$ cat src/rtl/blade_launcher_if.sv
// Fire-button / blade-slot signal bundle; slave side is the launcher, master side the player/blade pool.
// No buffering: plain wires, one driver per signal.
interface blade_launcher_if #(
  parameter int NUM_SLOTS = 2
) ();
  logic                 fire_btn;
  logic [NUM_SLOTS-1:0] slot_active;
  logic [NUM_SLOTS-1:0] shoot;
  logic [2:0]           charges;
  logic                 busy;
  logic                 denied;

  modport slave (
    input  fire_btn,
    input  slot_active,
    output shoot,
    output charges,
    output busy,
    output denied
  );

  modport master (
    output fire_btn,
    output slot_active,
    input  shoot,
    input  charges,
    input  busy,
    input  denied
  );
endinterface

$ cat src/rtl/blade_launcher.sv
// Edge-triggered blade fire controller with cooldown and regenerating charges; shoot rises 1 cycle after the button edge.
// No backpressure: presses that cannot be served produce a one-cycle denied pulse and are never queued.
module blade_launcher #(
  parameter int NUM_SLOTS   = 2,
  parameter int COOLDOWN    = 12,
  parameter int MAX_CHARGES = 3,
  parameter int RECHARGE    = 60,
  parameter int ACK_TIMEOUT = 4
) (
  input  logic             sim_clk,
  input  logic             reset,
  blade_launcher_if.slave  bus
);
  localparam int CW = (COOLDOWN > 1) ? $clog2(COOLDOWN) : 1;
  localparam int TW = $clog2(ACK_TIMEOUT);

  typedef enum logic [1:0] {S_READY, S_FIRE, S_COOL} state_t;

  state_t               state;
  logic                 btn_q;
  logic [CW-1:0]        cd_cnt;
  logic [TW-1:0]        to_cnt;
  logic [7:0]           rc_cnt;
  logic [NUM_SLOTS-1:0] shoot_r;
  logic [2:0]           charges_r;
  logic                 busy_r;
  logic                 denied_r;

  logic                 fire_req;
  logic                 free;
  logic [NUM_SLOTS-1:0] tgt_oh;
  logic                 ack;
  logic                 spend;
  logic                 regen;
  logic                 full;

  always_comb begin
    fire_req = bus.fire_btn & ~btn_q;
    tgt_oh   = '0;
    free     = 1'b0;
    for (int i = 0; i < NUM_SLOTS; i++) begin
      if (!free && !bus.slot_active[i]) begin
        tgt_oh[i] = 1'b1;
        free      = 1'b1;
      end
    end
    // shoot stays one-hot on the latched target for the whole FIRE state
    ack   = |(bus.slot_active & shoot_r);
    spend = (state == S_FIRE) && ack;
    full  = (charges_r == 3'(MAX_CHARGES));
    regen = !full && (rc_cnt == 8'(RECHARGE - 1));
  end

  always_ff @(posedge sim_clk) begin
    if (reset) begin
      state     <= S_READY;
      btn_q     <= 1'b1;
      cd_cnt    <= '0;
      to_cnt    <= '0;
      rc_cnt    <= '0;
      shoot_r   <= '0;
      charges_r <= 3'(MAX_CHARGES);
      busy_r    <= 1'b0;
      denied_r  <= 1'b0;
    end else begin
      btn_q    <= bus.fire_btn;
      denied_r <= 1'b0;

      if (full || regen) rc_cnt <= '0;
      else               rc_cnt <= rc_cnt + 8'd1;

      // a spend and a regen on the same edge cancel out
      if (spend && !regen)      charges_r <= charges_r - 3'd1;
      else if (regen && !spend) charges_r <= charges_r + 3'd1;

      case (state)
        S_READY: begin
          if (fire_req) begin
            if (free && charges_r != 3'd0) begin
              shoot_r <= tgt_oh;
              to_cnt  <= '0;
              state   <= S_FIRE;
              busy_r  <= 1'b1;
            end else begin
              denied_r <= 1'b1;
            end
          end
        end
        S_FIRE: begin
          if (ack) begin
            shoot_r <= '0;
            cd_cnt  <= CW'(COOLDOWN - 1);
            state   <= S_COOL;
          end else if (to_cnt == TW'(ACK_TIMEOUT - 1)) begin
            shoot_r  <= '0;
            denied_r <= 1'b1;
            state    <= S_READY;
            busy_r   <= 1'b0;
          end else begin
            to_cnt <= to_cnt + 1'b1;
          end
        end
        S_COOL: begin
          if (fire_req) denied_r <= 1'b1;
          if (cd_cnt == '0) begin
            state  <= S_READY;
            busy_r <= 1'b0;
          end else begin
            cd_cnt <= cd_cnt - 1'b1;
          end
        end
        default: begin
          state   <= S_READY;
          shoot_r <= '0;
          busy_r  <= 1'b0;
        end
      endcase
    end
  end

  assign bus.shoot   = shoot_r;
  assign bus.charges = charges_r;
  assign bus.busy    = busy_r;
  assign bus.denied  = denied_r;
endmodule
$ cat src/flat_wrapper.sv
// flat-port wrapper written by rule: the top's interface ports become plain ports
module blade_launcher_flat 
#(
  parameter int NUM_SLOTS   = 2,
  parameter int COOLDOWN    = 12,
  parameter int MAX_CHARGES = 3,
  parameter int RECHARGE    = 60,
  parameter int ACK_TIMEOUT = 4
)
  (sim_clk, reset, bus_fire_btn, bus_slot_active, bus_shoot, bus_charges, bus_busy, bus_denied);
  blade_launcher_if #(.NUM_SLOTS(NUM_SLOTS)) bus_i ();
  input  logic sim_clk;
  input  logic reset;
  input wire logic [$bits(bus_i.fire_btn)-1:0] bus_fire_btn;
  input wire logic [$bits(bus_i.slot_active)-1:0] bus_slot_active;
  output wire logic [$bits(bus_i.shoot)-1:0] bus_shoot;
  output wire logic [$bits(bus_i.charges)-1:0] bus_charges;
  output wire logic [$bits(bus_i.busy)-1:0] bus_busy;
  output wire logic [$bits(bus_i.denied)-1:0] bus_denied;
  assign bus_i.fire_btn = bus_fire_btn;
  assign bus_i.slot_active = bus_slot_active;
  assign bus_shoot = bus_i.shoot;
  assign bus_charges = bus_i.charges;
  assign bus_busy = bus_i.busy;
  assign bus_denied = bus_i.denied;
  blade_launcher #(.NUM_SLOTS(NUM_SLOTS), .COOLDOWN(COOLDOWN), .MAX_CHARGES(MAX_CHARGES), .RECHARGE(RECHARGE), .ACK_TIMEOUT(ACK_TIMEOUT)) u_core (.sim_clk(sim_clk), .reset(reset), .bus(bus_i));
endmodule
$ cat config.mk
export PLATFORM = sky130hd
export DESIGN_NAME = blade_launcher_flat
export DESIGN_NICKNAME = d
export VERILOG_FILES = /design/src/rtl/blade_launcher_if.sv /design/src/rtl/blade_launcher.sv /design/src/flat_wrapper.sv
export SDC_FILE = /design/constraint.sdc
export NUM_CORES = 1
export LEC_CHECK = 0
export ABC_AREA = 1
export CAP_MARGIN = 20
export CORE_MARGIN = 10
export CORE_UTILIZATION = 52
export DETAILED_ROUTE_END_ITERATION = 12
export PLACE_DENSITY = 0.78
export RECOVER_POWER = 50
export SYNTH_ARGS = -nofsm -noshare
export SYNTH_HDL_FRONTEND = slang
export SYNTH_SLANG_ARGS = --single-unit
$ cat constraint.sdc
create_clock -name sim_clk -period 2.14 [get_ports sim_clk]
set_input_delay 0.428 -clock sim_clk [delete_from_list [all_inputs] [get_ports sim_clk]]
set_output_delay 0.428 -clock sim_clk [all_outputs]
set_load 0.01 [all_outputs]
Word-level counts from Yosys, hierarchy flattened
Cells that the tools add are included.
Operators by class
  eq/ne operators: 14
  bitwise gates (word level): 4
  muxes and demuxes: 35
  reduce and logical (&&, ||, !) cells: 24
  add/subtract/negate cells: 5
Operator list (count)
  $mux W2: 12
  $mux W1: 13
  $pmux W2 S3: 2
  $reduce_and A5 Y1: 2
  $add A8 B1 Y8 const B: 1
  $eq A8 B6 Y1 const B: 1
  $mux W4: 2
  $ne A2 B1 Y1 const B: 4
  $ne A2 B2 Y1 const B: 4
  $pmux W4 S2: 1
  $reduce_and A4 Y1: 2
  $logic_and A1 B1 Y1: 6
  $mux W3: 2
  $pmux W1 S3: 2
  $reduce_bool A2 Y1: 3
  $eq A2 B2 Y1 const B: 2
  $logic_not A1 Y1: 4
  $logic_not A4 Y1: 1
  $pmux W2 S2: 1
  $reduce_or A2 Y1: 2
  $sub A4 B1 Y4 const B: 1
  $add A3 B1 Y3 const B: 1
  $eq A3 B2 Y1 const B: 1
  $ne A3 B2 Y1 const B: 1
  other kinds (10): 11
Word-level totals
  register bits after elaboration: 24
  output and inout bits: 7
  input port bits: 5

Longest topological paths before layout
Gate-level depths: netlist of run 1.
  word-level depth: 7
  gate-level depth with buffers: 11

Least setup slack after synthesis of run 1
Ideal clock, no wire load.
  kind: register to register
  start: reg u_core.state[1]
  end: reg u_core.charges_r[2] (netlist: u_core.bus.charges[2])
  slack: 302 ps
  path buffers: 0
  cell stages (with the launch flop): 12
  period minus slack after synthesis: 1838 ps
  arrival time: 1716 ps
  cell sequence: dfxtp_1 -> inv_1 -> ha_1 -> nand2_1 -> inv_1 -> ha_1 -> inv_1 -> fa_1 -> a21oi_1 -> o21ai_0 -> o21ai_0 -> a21oi_1
Between the ends
  cells in the longest elaborated chain, start to end: 5
  elaborated cells between the ends (all ways): 7
  classes of those cells: 1 x eq/ne; 1 x mux; 5 x reduce/logical
Ends and longest elaborated chain
  start: declaration: RTL line blade_launcher.sv:19  | state_t state;
  start signal: assignment: RTL line blade_launcher.sv:56  | state <= S_READY;
  start signal: assignment: RTL line blade_launcher.sv:82  | state <= S_FIRE;
  start signal: assignment: RTL line blade_launcher.sv:93  | state <= S_COOL;
  $eq A2 B1 Y1 (*): RTL line blade_launcher.sv:49  | spend = (state == S_FIRE) && ack;
  $logic_and A1 B1 Y1 (*): RTL line blade_launcher.sv:49
  $logic_not A1 Y1: RTL line blade_launcher.sv:74  | else if (regen && !spend) charges_r <= charges_r + 3'd1;
  $logic_and A1 B1 Y1: RTL line blade_launcher.sv:74
  $reduce_bool A2 Y1 (no source line)
  end signal: assignment: RTL line blade_launcher.sv:62  | charges_r <= 3'(MAX_CHARGES);
  end signal: assignment: RTL line blade_launcher.sv:73  | if (spend && !regen) charges_r <= charges_r - 3'd1;
  end signal: assignment: RTL line blade_launcher.sv:74
  end: declaration: RTL line blade_launcher.sv:25  | logic [2:0] charges_r;
Every way passes the cells marked *; elsewhere a longest branch is shown, timed or not.
A chain may end at the register's enable or synchronous reset.

Worst setup path in the final report of run 1
  start: in bus_slot_active[0]
  end: reg u_core.charges_r[2] (netlist: u_core.bus.charges[2])
Between the ends
  cells in the longest elaborated chain, start to end: 6
  elaborated cells between the ends (all ways): 8
  classes of those cells: 1 x mux; 1 x bitwise; 6 x reduce/logical
Ends and longest elaborated chain
  start: declaration: RTL line flat_wrapper.sv:15  | input wire logic [$bits(bus_i.slot_active)-1:0] bus_slot_active;
  $and A2 B2 Y2 (*): RTL line blade_launcher.sv:48  | ack = |(bus.slot_active & shoot_r);
  $reduce_or A2 Y1 (*): RTL line blade_launcher.sv:48
  $logic_and A1 B1 Y1 (*): RTL line blade_launcher.sv:49
  $logic_not A1 Y1: RTL line blade_launcher.sv:74
  $logic_and A1 B1 Y1: RTL line blade_launcher.sv:74
  $reduce_bool A2 Y1 (no source line)
Marks and branches as above.

==> impl_metrics.json, run 1 <==
{
  "pwr-share-clk_pct": 16.7,
  "power.density_nw_per_um2": 1290,
  "crit_slowest_cell": "clkdlybuf4s50_1",
  "grt_start_max_net_pins": 15,
  "ys.flop_type": "dfxtp_1",
  "p_comb_share_pct": 51.9,
  "cp_cell_sequence": "clkdlybuf4s50_1, nand2_1, nand2_1, nand2_1, inv_1, ha_1, inv_1, fa_1, a21oi_2, o21ai_1, o21ai_1, a21oi_1",
  "cts_setup_buffers": 0,
  "synth.most_common_cell": "nand2_1",
  "place_congestion": 0.900,
  "outcome": "finished clean",
  "drt_iter0_drc": 60,
  "fillers": 231,
  "clock_latency_ns": 0.33,
  "ant_nets": 0,
  "cts_made_buffers": 3,
  "hold_path_class": "reg2reg",
  "cap_violations": 0,
  "cts.clk_slew.worst_paths_ns": 0.14,
  "first_pass_iters": 4,
  "routed.top_layer": "met4",
  "yosys-top-cells-area": "dfxtp_1, nand2_1, ha_1",
  "final_area_um2": 1540,
  "gr-total-overflow": 0,
  "synth_cells": 182,
  "grt_usage_pct": 11.7,
  "syn_area_um2": 1310,
  "die_h_um": 70.2,
  "synth_edf_count": 0,
  "r2r_start": "u_core.rc_cnt[0]",
  "swShare_pct": 43.0,
  "tns_ns": 0,
  "min-delay-start": "u_core.cd_cnt[0]",
  "yosys.area.top_type": "dfxtp_1",
  "fin_crit_sh_pct": 92.6,
  "detailed_place_hpwl_um": 2190,
  "timing.critical_path.required_ns": 2.38,
  "vias_per_cell": 5.26,
  "cts_sinks": 24,
  "drive_gt1_share_pct": 12.8,
  "m1WireLength_um": 1330,
  "clockBufferDepth": 2,
  "port_buffers": 11,
  "async_flop_share_pct": 0,
  "synth_commonest_cells": "nand2_1, nor2_1, dfxtp_1",
  "row_count": 18,
  "finalHoldViolCount": 0,
  "area_growth_syn_to_layout_pct": 17.4,
  "htreeDepth": 1,
  "core_area_um2": 2430,
  "routed-wl-met3_um": 120,
  "grt_antenna_before_repair": 0,
  "final-setup-viol-count": 0,
  "path_class": "in2reg",
  "p_seq_share_pct": 31.4,
  "ys_types": 26,
  "vias": 1226,
  "skew_ns": 0.0142,
  "max_freq_mhz": 505,
  "synth-seq-cells": 24,
  "crit_path_end_kind": "flop",
  "nNetsFinal": 219,
  "start_util_pct": 53.9,
  "cts_resized": 0,
  "rsz0062_at_grt": "false",
  "period_needed_ns": 1.98,
  "cts-root-buf": "clkbuf_4",
  "wl_per_cell_um": 12.2,
  "synth-seq-area-share_pct": 36.7,
  "crit_path_start": "bus_slot_active[0]",
  "slowest_delay_ns": 0.48,
  "startpoint_type": "input port",
  "grt_pass1_vias": 1227,
  "antennaDiodeCount": 0,
  "wl_um": 2830,
  "io_pins": 12,
  "grt_pass1_wl_um": 4990,
  "wl_met2_um": 1330,
  "internal_power_mw": 1.13,
  "placed_area_um2": 1510,
  "p_leak_nw": 0.716,
  "cp_data_arrival_time_ns": 2.22,
  "whs_ns": 0.458,
  "die_w_um": 70.2,
  "cp_common_cell": "nand2_1",
  "cp_max_fo": 2,
  "vdd_drop_max_mv": 0.995,
  "post_synth.cell_area_avg_um2": 7.20,
  "drc": 0,
  "relSlewSlack_pct": 75.3,
  "netlist.area_leader.share_pct": 36.7,
  "drv_slew": 0,
  "synthesis.nets": 197,
  "p_switching_uw": 855,
  "tightest_slew_ns": 0.369,
  "yosys_warnings": 0,
  "hold_buffers": 0,
  "cts_tree": "done",
  "die_area_um2": 4930
}
## logic make-up after synthesis
family          count (synthesis)  synth area share (%)
compound gates                 23                  9.26
xor+xnor                        3                  2.01
fa+ha+maj                      10                  10.1
buf+inv                        31                  8.98
flops                          24                  36.7
simple gates                   91                  33.0
## power by group through the flow
stage / Sequential (mW) / Clock [mW] / Combinational, mW
floorplan: 0.637 / 0 / 0.773
global placement: 0.627 / 0 / 1.02
detailed placement: 0.635 / 0 / 1.06
CTS: 0.625 / 0.343 / 1.07
global route: 0.637 / 0.355 / 1.19
finish: 0.625 / 0.333 / 1.03
## final cells by class
cell class	instances	area, µm²	area share (%)
clock buffers	3	22.5	1.46
clock inverters	1	30.0	1.95
inverters	30	113	7.32
multi-input cells	127	696	45.2
flip-flops and latches	24	480	31.2
well taps	30	37.5	2.44
repair buffers	18	159	10.3
## registers in the layout, indices dropped and copies added, names as in the netlist
name / cells
u_core.state: 2
u_core.bus.denied: 1
u_core.bus.busy: 1
u_core.bus.shoot: 2
u_core.bus.charges: 3
u_core.btn_q: 1
u_core.rc_cnt: 8
u_core.cd_cnt: 4
u_core.to_cnt: 2
## metrics by stage
| stage | power, mW | cells | setup slack, ns | utilization [%] |
|---|---|---|---|---|
| after floorplan | 1.41 | 182 | 0.302 | - |
| after CTS | 2.04 | 233 | 0.119 | 64.0 |
| after global routing | 2.18 | 233 | 0.0136 | 63.2 |
| after detailed placement | 1.69 | 229 | -0.230 | 61.9 |
| final | 1.99 | 233 | 0.158 | 63.2 |
| after global placement | 1.64 | 229 | -0.129 | 61.9 |
## layout by cell type, fill, tap and decap left out, types with 5 or more instances in the layout
cell type	Yosys	final
nand4_1	5	5
nand3_1	10	11
ha_1	9	9
a21oi_1	13	12
inv_2	7	7
buf_4	0	6
nand2_1	35	36
inv_1	23	23
clkdlybuf4s50_1	0	9
nor2_1	26	27
dfxtp_1	24	24
## critical path, delay by kind of cell
family | cells | cell delay (ns)
AO/OA/AOI/OAI | 4 | 0.40
AND/OR/NAND/NOR | 3 | 0.24
adder cells (fa/ha/maj) | 2 | 0.53
buffers and inverters | 3 | 0.60
## layer usage
metal / global-route usage (%) / up-vias
li1: - / 622
met5: 0 / -
met2: 19.9 / 30
met1: 13.4 / 569
met4: 5.48 / 0
met3: 2.54 / 5
## path summary, 6_finish.rpt
check | end | slack [ns] | cells after the start
max reg2reg | u_core.bus.charges[2] | 0.20 | 11
max | u_core.bus.charges[2] | 0.16 | 12
min reg2reg | u_core.cd_cnt[0] | 0.46 | 1
min | u_core.cd_cnt[0] | 0.46 | 1
(Power assumes the default switching activity.)
==> run 2: changes to the inputs <==
--- a/config.mk
+++ b/config.mk
@@ -10,6 +10,7 @@
 export CORE_MARGIN = 10
 export CORE_UTILIZATION = 52
 export DETAILED_ROUTE_END_ITERATION = 12
+export MAX_ROUTING_LAYER = met4
 export PLACE_DENSITY = 0.78
 export RECOVER_POWER = 50
 export SYNTH_ARGS = -nofsm -noshare
==> constraint.sdc (replaced) <==
create_clock -name sim_clk -period 2.1 [get_ports sim_clk]
set_input_delay 0.42 -clock sim_clk [delete_from_list [all_inputs] [get_ports sim_clk]]
set_output_delay 0.42 -clock sim_clk [all_outputs]
set_load 0.01 [all_outputs]
==> impl_metrics.json, run 2 (synthesis gave the netlist of run 1 again) <==
{
  "outcome": "finished clean",
  "cts_made_buffers": 3,
  "skew_ns": 0.0137,
  "largest_register_ffs": 8,
  "layout_common_cells": "nand2_1, nor2_1, dfxtp_1, inv_1, a21oi_1",
  "cts_sinks": 24,
  "gr-total-overflow": 0,
  "final-setup-viol-count": 0,
  "vias_per_cell": 4.91,
  "use_met2_pct": 18.9,
  "start_util_pct": 53.9,
  "port_buffers": 11,
  "fin_crit_sh_pct": 93.1,
  "drc": 0,
  "die_area_um2": 4930,
  "regMostFlops": "u_core.rc_cnt",
  "vdd_drop_max_mv": 1.00,
  "regArea_um2": 480,
  "final_common_cell": "nand2_1",
  "cap_violations": 0,
  "drt_iter0_drc": 35,
  "hold_path_depth": 1,
  "core_area_um2": 2430,
  "min_to": "u_core.cd_cnt[0]",
  "grt_pass1_vias": 1209,
  "detailed_place_hpwl_um": 2090,
  "final_area_um2": 1540,
  "ant_nets": 0,
  "p_leak_nw": 0.716,
  "clock_latency_ns": 0.32,
  "fillers": 213,
  "antennaDiodeCount": 0,
  "hold_buffers": 0,
  "cts_tree": "done",
  "multiInputGateArea_um2": 694,
  "r2r_start": "u_core.rc_cnt[0]",
  "die_w_um": 70.2,
  "finalHoldViolCount": 0,
  "nNetsFinal": 219,
  "grt_start_max_net_pins": 15,
  "min-delay-start": "u_core.cd_cnt[0]",
  "vias": 1143,
  "htreeDepth": 1,
  "row_count": 18,
  "die_h_um": 70.2,
  "grt.busiest_layer": "met2",
  "cts.clk_slew.worst_paths_ns": 0.14,
  "placed_area_um2": 1510,
  "rsz0062_at_grt": "false",
  "wl_um": 2590,
  "area_growth_syn_to_layout_pct": 17.3,
  "grt_antenna_before_repair": 0,
  "hold_path_class": "reg2reg",
  "timing.critical_path.required_ns": 2.33,
  "place_inst": 229,
  "max_freq_mhz": 511,
  "crit_path_end_kind": "flop",
  "fin_cells": 233,
  "tightest_slew_ns": 0.380,
  "grt_usage_pct": 11.6,
  "cts_resized": 0,
  "wl_per_cell_um": 11.1,
  "drive_gt1_share_pct": 12.3,
  "cts_setup_buffers": 0,
  "first_pass_iters": 4,
  "place_congestion": 0.916,
  "grt_pass1_wl_um": 4880,
  "reg2reg_to": "u_core.bus.charges[2]",
  "power.density_nw_per_um2": 1300,
  "relSlewSlack_pct": 74.6,
  "cts-root-buf": "clkbuf_4",
  "period_needed_ns": 1.96,
  "rrSetupSlack_ns": 0.18,
  "grt_use_met3_pct": 1.98,
  "r2r_cells": 11,
  "startpoint_type": "input port",
  "path_class": "in2reg",
  "clockBufferDepth": 2,
  "cp_data_arrival_time_ns": 2.19,
  "drv_slew": 0,
  "gr-usage-met1_pct": 13.8,
  "io_pins": 12,
  "cp_max_fo": 2
}
## run 2: through the flow
stage	utilization [%]	setup WS [ns]	setup TNS, ns	total power, mW	hold WS [ns]
floorplan	-	0.262	0	1.44	0.418
global placement	61.9	-0.162	-0.162	1.68	0.425
detailed placement	61.9	-0.259	-0.259	1.71	0.444
CTS	64.0	0.0935	0	2.05	0.474
global route	63.2	0.0211	0	2.23	0.515
finish	63.2	0.145	0	2.00	0.470
## run 2: power by group
group | switching, mW | internal, mW | leakage, nW | total, mW
Combinational | 0.627 | 0.402 | 0.492 | 1.03
Sequential | 0.0728 | 0.562 | 0.196 | 0.634
Clock | 0.143 | 0.193 | 0.0279 | 0.336
## run 2: critical path: stages
cell and delay [ns]:
clkdlybuf4s50_1 0.48, nand2_1 0.07, nand2_1 0.09, nand2_1 0.07
inv_1 0.06, ha_1 0.13, inv_1 0.06, fa_1 0.39
a21oi_1 0.15, o21ai_1 0.09, o21ai_1 0.12, a21oi_1 0.05
## run 2: area by class of cell
cell class | instances | share of cell area (%)
clock inverter | 1 | 1.95
sequential | 24 | 31.3
inverter | 30 | 7.33
tap | 30 | 2.44
timing repair buffer | 18 | 10.3
clock buffer | 3 | 1.47
multi-input combinational | 127 | 45.2
## run 2: worst max-delay path by stage
| stage | endpoint | cells past startpoint | slack [ns] | startpoint |
|---|---|---|---|---|
| after floorplan | u_core.bus.charges[2] | 11 | 0.26 | u_core.state[1] |
| after global placement | u_core.bus.charges[2] | 12 | -0.16 | bus_slot_active[0] |
| after detailed placement | u_core.bus.charges[2] | 12 | -0.26 | bus_slot_active[1] |
| after CTS | u_core.bus.charges[2] | 12 | 0.09 | bus_slot_active[1] |
| after global routing | u_core.bus.charges[2] | 12 | 0.02 | bus_slot_active[0] |
| final | u_core.bus.charges[2] | 12 | 0.14 | bus_slot_active[0] |
## run 2: layer usage
layer / up-vias / share of wire, %
met4: 0 / 1.4
met2: 12 / 46
met3: 4 / 2.0
li1: 618 / -
met5: - / 0
met1: 509 / 51
==> run 3: changes to the inputs <==
--- a/config.mk
+++ b/config.mk
@@ -7,7 +7,7 @@
 export LEC_CHECK = 0
 export ABC_AREA = 1
 export CAP_MARGIN = 20
-export CORE_MARGIN = 10
+export CORE_MARGIN = 2
 export CORE_UTILIZATION = 52
 export DETAILED_ROUTE_END_ITERATION = 12
 export MAX_ROUTING_LAYER = met4
==> impl_metrics.json, run 3 (synthesis gave the netlist of run 1 again) <==
{
  "regMostFlops": "u_core.rc_cnt",
  "slowest_delay_ns": 0.48,
  "tns_ns": 0,
  "routed.top_layer": "met4",
  "drive_gt1_share_pct": 13.3,
  "cts.clk_slew.worst_paths_ns": 0.13,
  "layout_common_cells": "nand2_1, nor2_1, dfxtp_1, inv_1, a21oi_1",
  "startpoint_type": "input port",
  "gr-total-overflow": 0,
  "tightest_slew_ns": 0.352,
  "ant_nets": 0,
  "final-setup-viol-count": 0,
  "cts_sinks": 24,
  "p_leak_nw": 0.712,
  "totalPowerFinal_mw": 2.00,
  "largest_register_ffs": 8,
  "timing.critical_path.required_ns": 2.32,
  "start_util_pct": 53.9,
  "hold_buffers": 0,
  "place_inst": 229,
  "wl_um": 2620,
  "crit_path_end_kind": "flop",
  "finalHoldViolCount": 0,
  "crit_slowest_cell": "clkdlybuf4s50_1",
  "vias_per_cell": 5.11,
  "cp_data_arrival_time_ns": 2.15,
  "cp_common_cell": "nand2_1",
  "outcome": "finished clean",
  "multiInputGateArea_um2": 698,
  "regArea_um2": 480,
  "detailed_place_hpwl_um": 2060,
  "row_count": 18,
  "drc": 0,
  "first_pass_iters": 4,
  "fin_crit_sh_pct": 92.1,
  "cap_violations": 0,
  "cp_top_family": "buffers and inverters",
  "grt_usage_pct": 21.9,
  "port_buffers": 11,
  "die_area_um2": 2940,
  "die_h_um": 54.2,
  "area_growth_syn_to_layout_pct": 17.6,
  "pre_cts_slack_ns": -0.283,
  "antennaDiodeCount": 0,
  "relSlewSlack_pct": 76.4,
  "cp_cell_sequence": "clkdlybuf4s50_1, nand2_1, nand2_1, nand2_1, inv_1, ha_1, inv_1, fa_2, a21oi_2, o21ai_1, o21ai_1, a21oi_1",
  "clockBufferDepth": 2,
  "fin_cells": 233,
  "cts-root-buf": "clkbuf_4",
  "timing.final.ws_setup_ns": 0.167,
  "grt_antenna_before_repair": 0,
  "skew_ns": 0.00294,
  "path_class": "in2reg",
  "final_common_cell": "nand2_1",
  "cts_made_buffers": 3,
  "crit_buf_inv": 3,
  "power.density_nw_per_um2": 1300,
  "clock_latency_ns": 0.31,
  "vias": 1190,
  "fillers": 231,
  "io_pins": 12,
  "grt_pass1_vias": 1118,
  "grt_pass1_wl_um": 4570,
  "core_area_um2": 2430,
  "wl_per_cell_um": 11.2,
  "drt_iter0_drc": 14,
  "vdd_drop_max_mv": 1.03,
  "m1WireLength_um": 1270,
  "htreeDepth": 1,
  "cts_resized": 0,
  "rsz0062_at_grt": "false",
  "cts_tree": "done",
  "drv_slew": 0,
  "die_w_um": 54.2,
  "final_util_pct": 63.3,
  "wl_met2_um": 1230,
  "nNetsFinal": 219,
  "routed-wl-met3_um": 74,
  "max_freq_mhz": 517,
  "hold_path_class": "reg2reg",
  "grt_start_max_net_pins": 15,
  "place_congestion": 0.867,
  "period_needed_ns": 1.93,
  "cts_setup_buffers": 0,
  "cp_max_fo": 2
}
## run 3: cell counts in the layout (fill, tap and decap cells not counted)
No cell type changed its count.
## run 3: cell type report
| type | instances | area share [%] |
|---|---|---|
| multi-input combinational | 127 | 45.3 |
| sequential | 24 | 31.2 |
| timing repair buffer | 18 | 10.3 |
| inverter | 30 | 7.31 |
| tap | 30 | 2.44 |
| clock inverter | 1 | 1.95 |
| clock buffer | 3 | 1.46 |
## run 3: worst register-to-register path, stage by stage (launching register included)
cell and delay [ns]:
dfxtp_1 0.38, ha_1 0.21, nand2_1 0.09, nor2_1 0.15
nand4_1 0.12, ha_1 0.22, inv_1 0.09, fa_2 0.22
a21oi_2 0.05, o21ai_1 0.11, o21ai_1 0.08, a21oi_1 0.13
## run 3: final timing paths
check | start | to | cells after the start | slack [ns]
worst max-delay path | bus_slot_active[1] | u_core.bus.charges[2] | 12 | 0.17
worst max register to register | u_core.rc_cnt[0] | u_core.bus.charges[2] | 11 | 0.20
worst min-delay path | u_core.rc_cnt[0] | u_core.rc_cnt[0] | 1 | 0.46
worst min register to register | u_core.rc_cnt[0] | u_core.rc_cnt[0] | 1 | 0.46
## run 3: power by group
| group | total (mW) | internal, mW | switching, mW |
|---|---|---|---|
| clock | 0.331 | 0.193 | 0.138 |
| sequential | 0.637 | 0.562 | 0.0751 |
| combinational | 1.03 | 0.402 | 0.627 |
| total | 2.00 | 1.16 | 0.840 |
## run 3: stage by stage
stage,cell area [µm²],hold slack (ns)
finish,1540,0.463
detailed placement,1510,0.436
global route,1540,0.495
global placement,1510,0.425
floorplan,1310,0.418
CTS,1560,0.458
## run 3: layer usage
layer  up-vias  track usage, %
met3         5            2.50
met2        19            36.5
met1       546            27.3
met4         0            7.50
li1        620               -
met5         -               -
==> edit (settings of run 2) <==
`COOLDOWN` is set to 12 in 2 places; all go to 13.
--- a/src/rtl/blade_launcher.sv
+++ b/src/rtl/blade_launcher.sv
@@ -2,7 +2,7 @@
 // No backpressure: presses that cannot be served produce a one-cycle denied pulse and are never queued.
 module blade_launcher #(
   parameter int NUM_SLOTS   = 2,
-  parameter int COOLDOWN    = 12,
+  parameter int COOLDOWN    = 13,
   parameter int MAX_CHARGES = 3,
   parameter int RECHARGE    = 60,
   parameter int ACK_TIMEOUT = 4
--- a/src/flat_wrapper.sv
+++ b/src/flat_wrapper.sv
@@ -2,7 +2,7 @@
 module blade_launcher_flat 
 #(
   parameter int NUM_SLOTS   = 2,
-  parameter int COOLDOWN    = 12,
+  parameter int COOLDOWN    = 13,
   parameter int MAX_CHARGES = 3,
   parameter int RECHARGE    = 60,
   parameter int ACK_TIMEOUT = 4
Check against the original RTL: same outputs for any inputs over 10 cycles, from zero or initial values and one cycle with reset high; that may be too few to reach the edited logic, so the function may still have changed.
==> edit against run 2 <==
  * Power shrank 24%
  * Routed wire length grew 0.39%
  * Sequential cell count is the same
  * Critical path depth is the same
  * Design area shrank 0.73%
  * Area after synthesis shrank 0.96%
  * Fmax shrank 1.2%
  * Global-route usage shrank 0.47 points
  * Setup slack lost 0.024 ns
  * Sequential power shrank 11%
  * Critical path type unchanged
==> edit: results <==
metrics = {
    "grt": {
        "grt_pass1_vias": 1109,
        "grt_pass1_wl_um": 4540,
        "grt_max_degree": 15,
        "grt_antenna_before_repair": 0,
        "grt_usage": 0.1115,
    },
    "sta": {
        "finalCritPeriodShare": 0.9423,
        "finalHoldWorstSlack_ns": 0.4607,
        "finalClockSkew_ns": 0.01037,
        "worst_pin_slew_ns": 0.3735,
    },
    "synth": {
        "avgSynthCellArea_um2": 7.013,
        "synth_area_leaders": "dfxtp_1 (37%), nand2_1 (12%), ha_1 (7.7%), nor2_1 (7.5%), inv_1 (7.2%)",
        "ys_warn_count": 0,
        "seq_area_frac_synth": 0.3703,
        "ys_types": 24,
        "async_reset_ff_frac": 0,
        "synth_nets": 199,
        "synth_common_cells": "nand2_1 (40), nor2_1 (26), inv_1 (25)",
    },
    "critical_path": {
        "path_max_fanout": 2,
        "r2r_slack_ns": 0.18,
        "cpPeakStageDelay_ns": 0.47,
        "arrival_ns": 2.21,
    },
    "clock_network": {
        "htreeDepth": 1,
        "cts_buffers": 3,
        "ctsResizeCount": 0,
    },
    "route": {
        "wl_um": 2601,
        "vias": 1174,
        "dr.pass1.iters": 6,
        "viasPerCell": 4.975,
        "first_iter_violations": 60,
    },
    "power": {
        "vdd_drop_max_v": 0.0007230,
        "p_per_area_nw_per_um2": 991.1,
        "leakagePower_nw": 0.7117,
    },
    "status": {
        "status": "finished, final reports clean",
    },
    "place": {
        "place_hpwl_um": 2088,
        "dp.cells": 232,
        "dp_slack_ns": -0.2696,
        "gp_congestion": 0.9244,
        "dpl_cell_area_um2": 1493,
    },
    "finish": {
        "nets": 221,
        "fillers": 233,
        "drive_gt1_frac": 0.1165,
    },
    "die": {
        "core_um2": 2432,
    },
}
-- edit: cell count changes in the layout (fill, tap and decap cells not counted) --
cell	change
ha_1	-1
inv_1	+2
inv_2	-1
nand2_1	+7
nand2_4	-1
nand3_1	-2
nand3_2	+1
o21ai_2	-1
or2_0	-1
or2_2	+1
xor2_1	-1
-- edit: where the power goes --
part | total, mW | leakage (nW) | switching, mW | internal (mW)
sequential | 0.567 | 0.195 | 0.0469 | 0.521
combinational | 0.608 | 0.488 | 0.370 | 0.238
clock | 0.336 | 0.0279 | 0.143 | 0.193
-- edit: metal layers --
layer	global-route usage	wire length [µm]
met4	0.05482	49
met3	0.02119	82
met5	-	0
met1	0.1305	1269
met2	0.1782	1200
-- edit: worst paths after layout --
check / cells past startpoint / to / start
hold reg to reg: 1 / u_core.rc_cnt[0] / u_core.rc_cnt[0]
hold / removal: 1 / u_core.rc_cnt[0] / u_core.rc_cnt[0]
setup / recovery: 12 / u_core.bus.charges[2] / bus_slot_active[0]
setup reg to reg: 11 / u_core.bus.charges[2] / u_core.rc_cnt[0]
-- edit: cell type report --
class                           instances  area share
Sequential cell                        24      0.3150
Timing Repair Buffer                   18      0.1042
Inverter                               31     0.07629
Clock inverter                          1     0.01969
Clock buffer                            3     0.01477
Multi-Input combinational cell        129      0.4454
Tap cell                               30     0.02461
-- edit: logic make-up (layout without fill, tap and decap cells) --
logic type | count (synthesis) | count (layout) | synth area share
compound gates | 22 | 22 | 0.08968
fa+ha+maj | 9 | 9 | 0.09258
xor+xnor | 2 | 2 | 0.01350
flops | 24 | 24 | 0.3703
simple gates | 96 | 96 | 0.3404
buf+inv | 32 | 53 | 0.09353
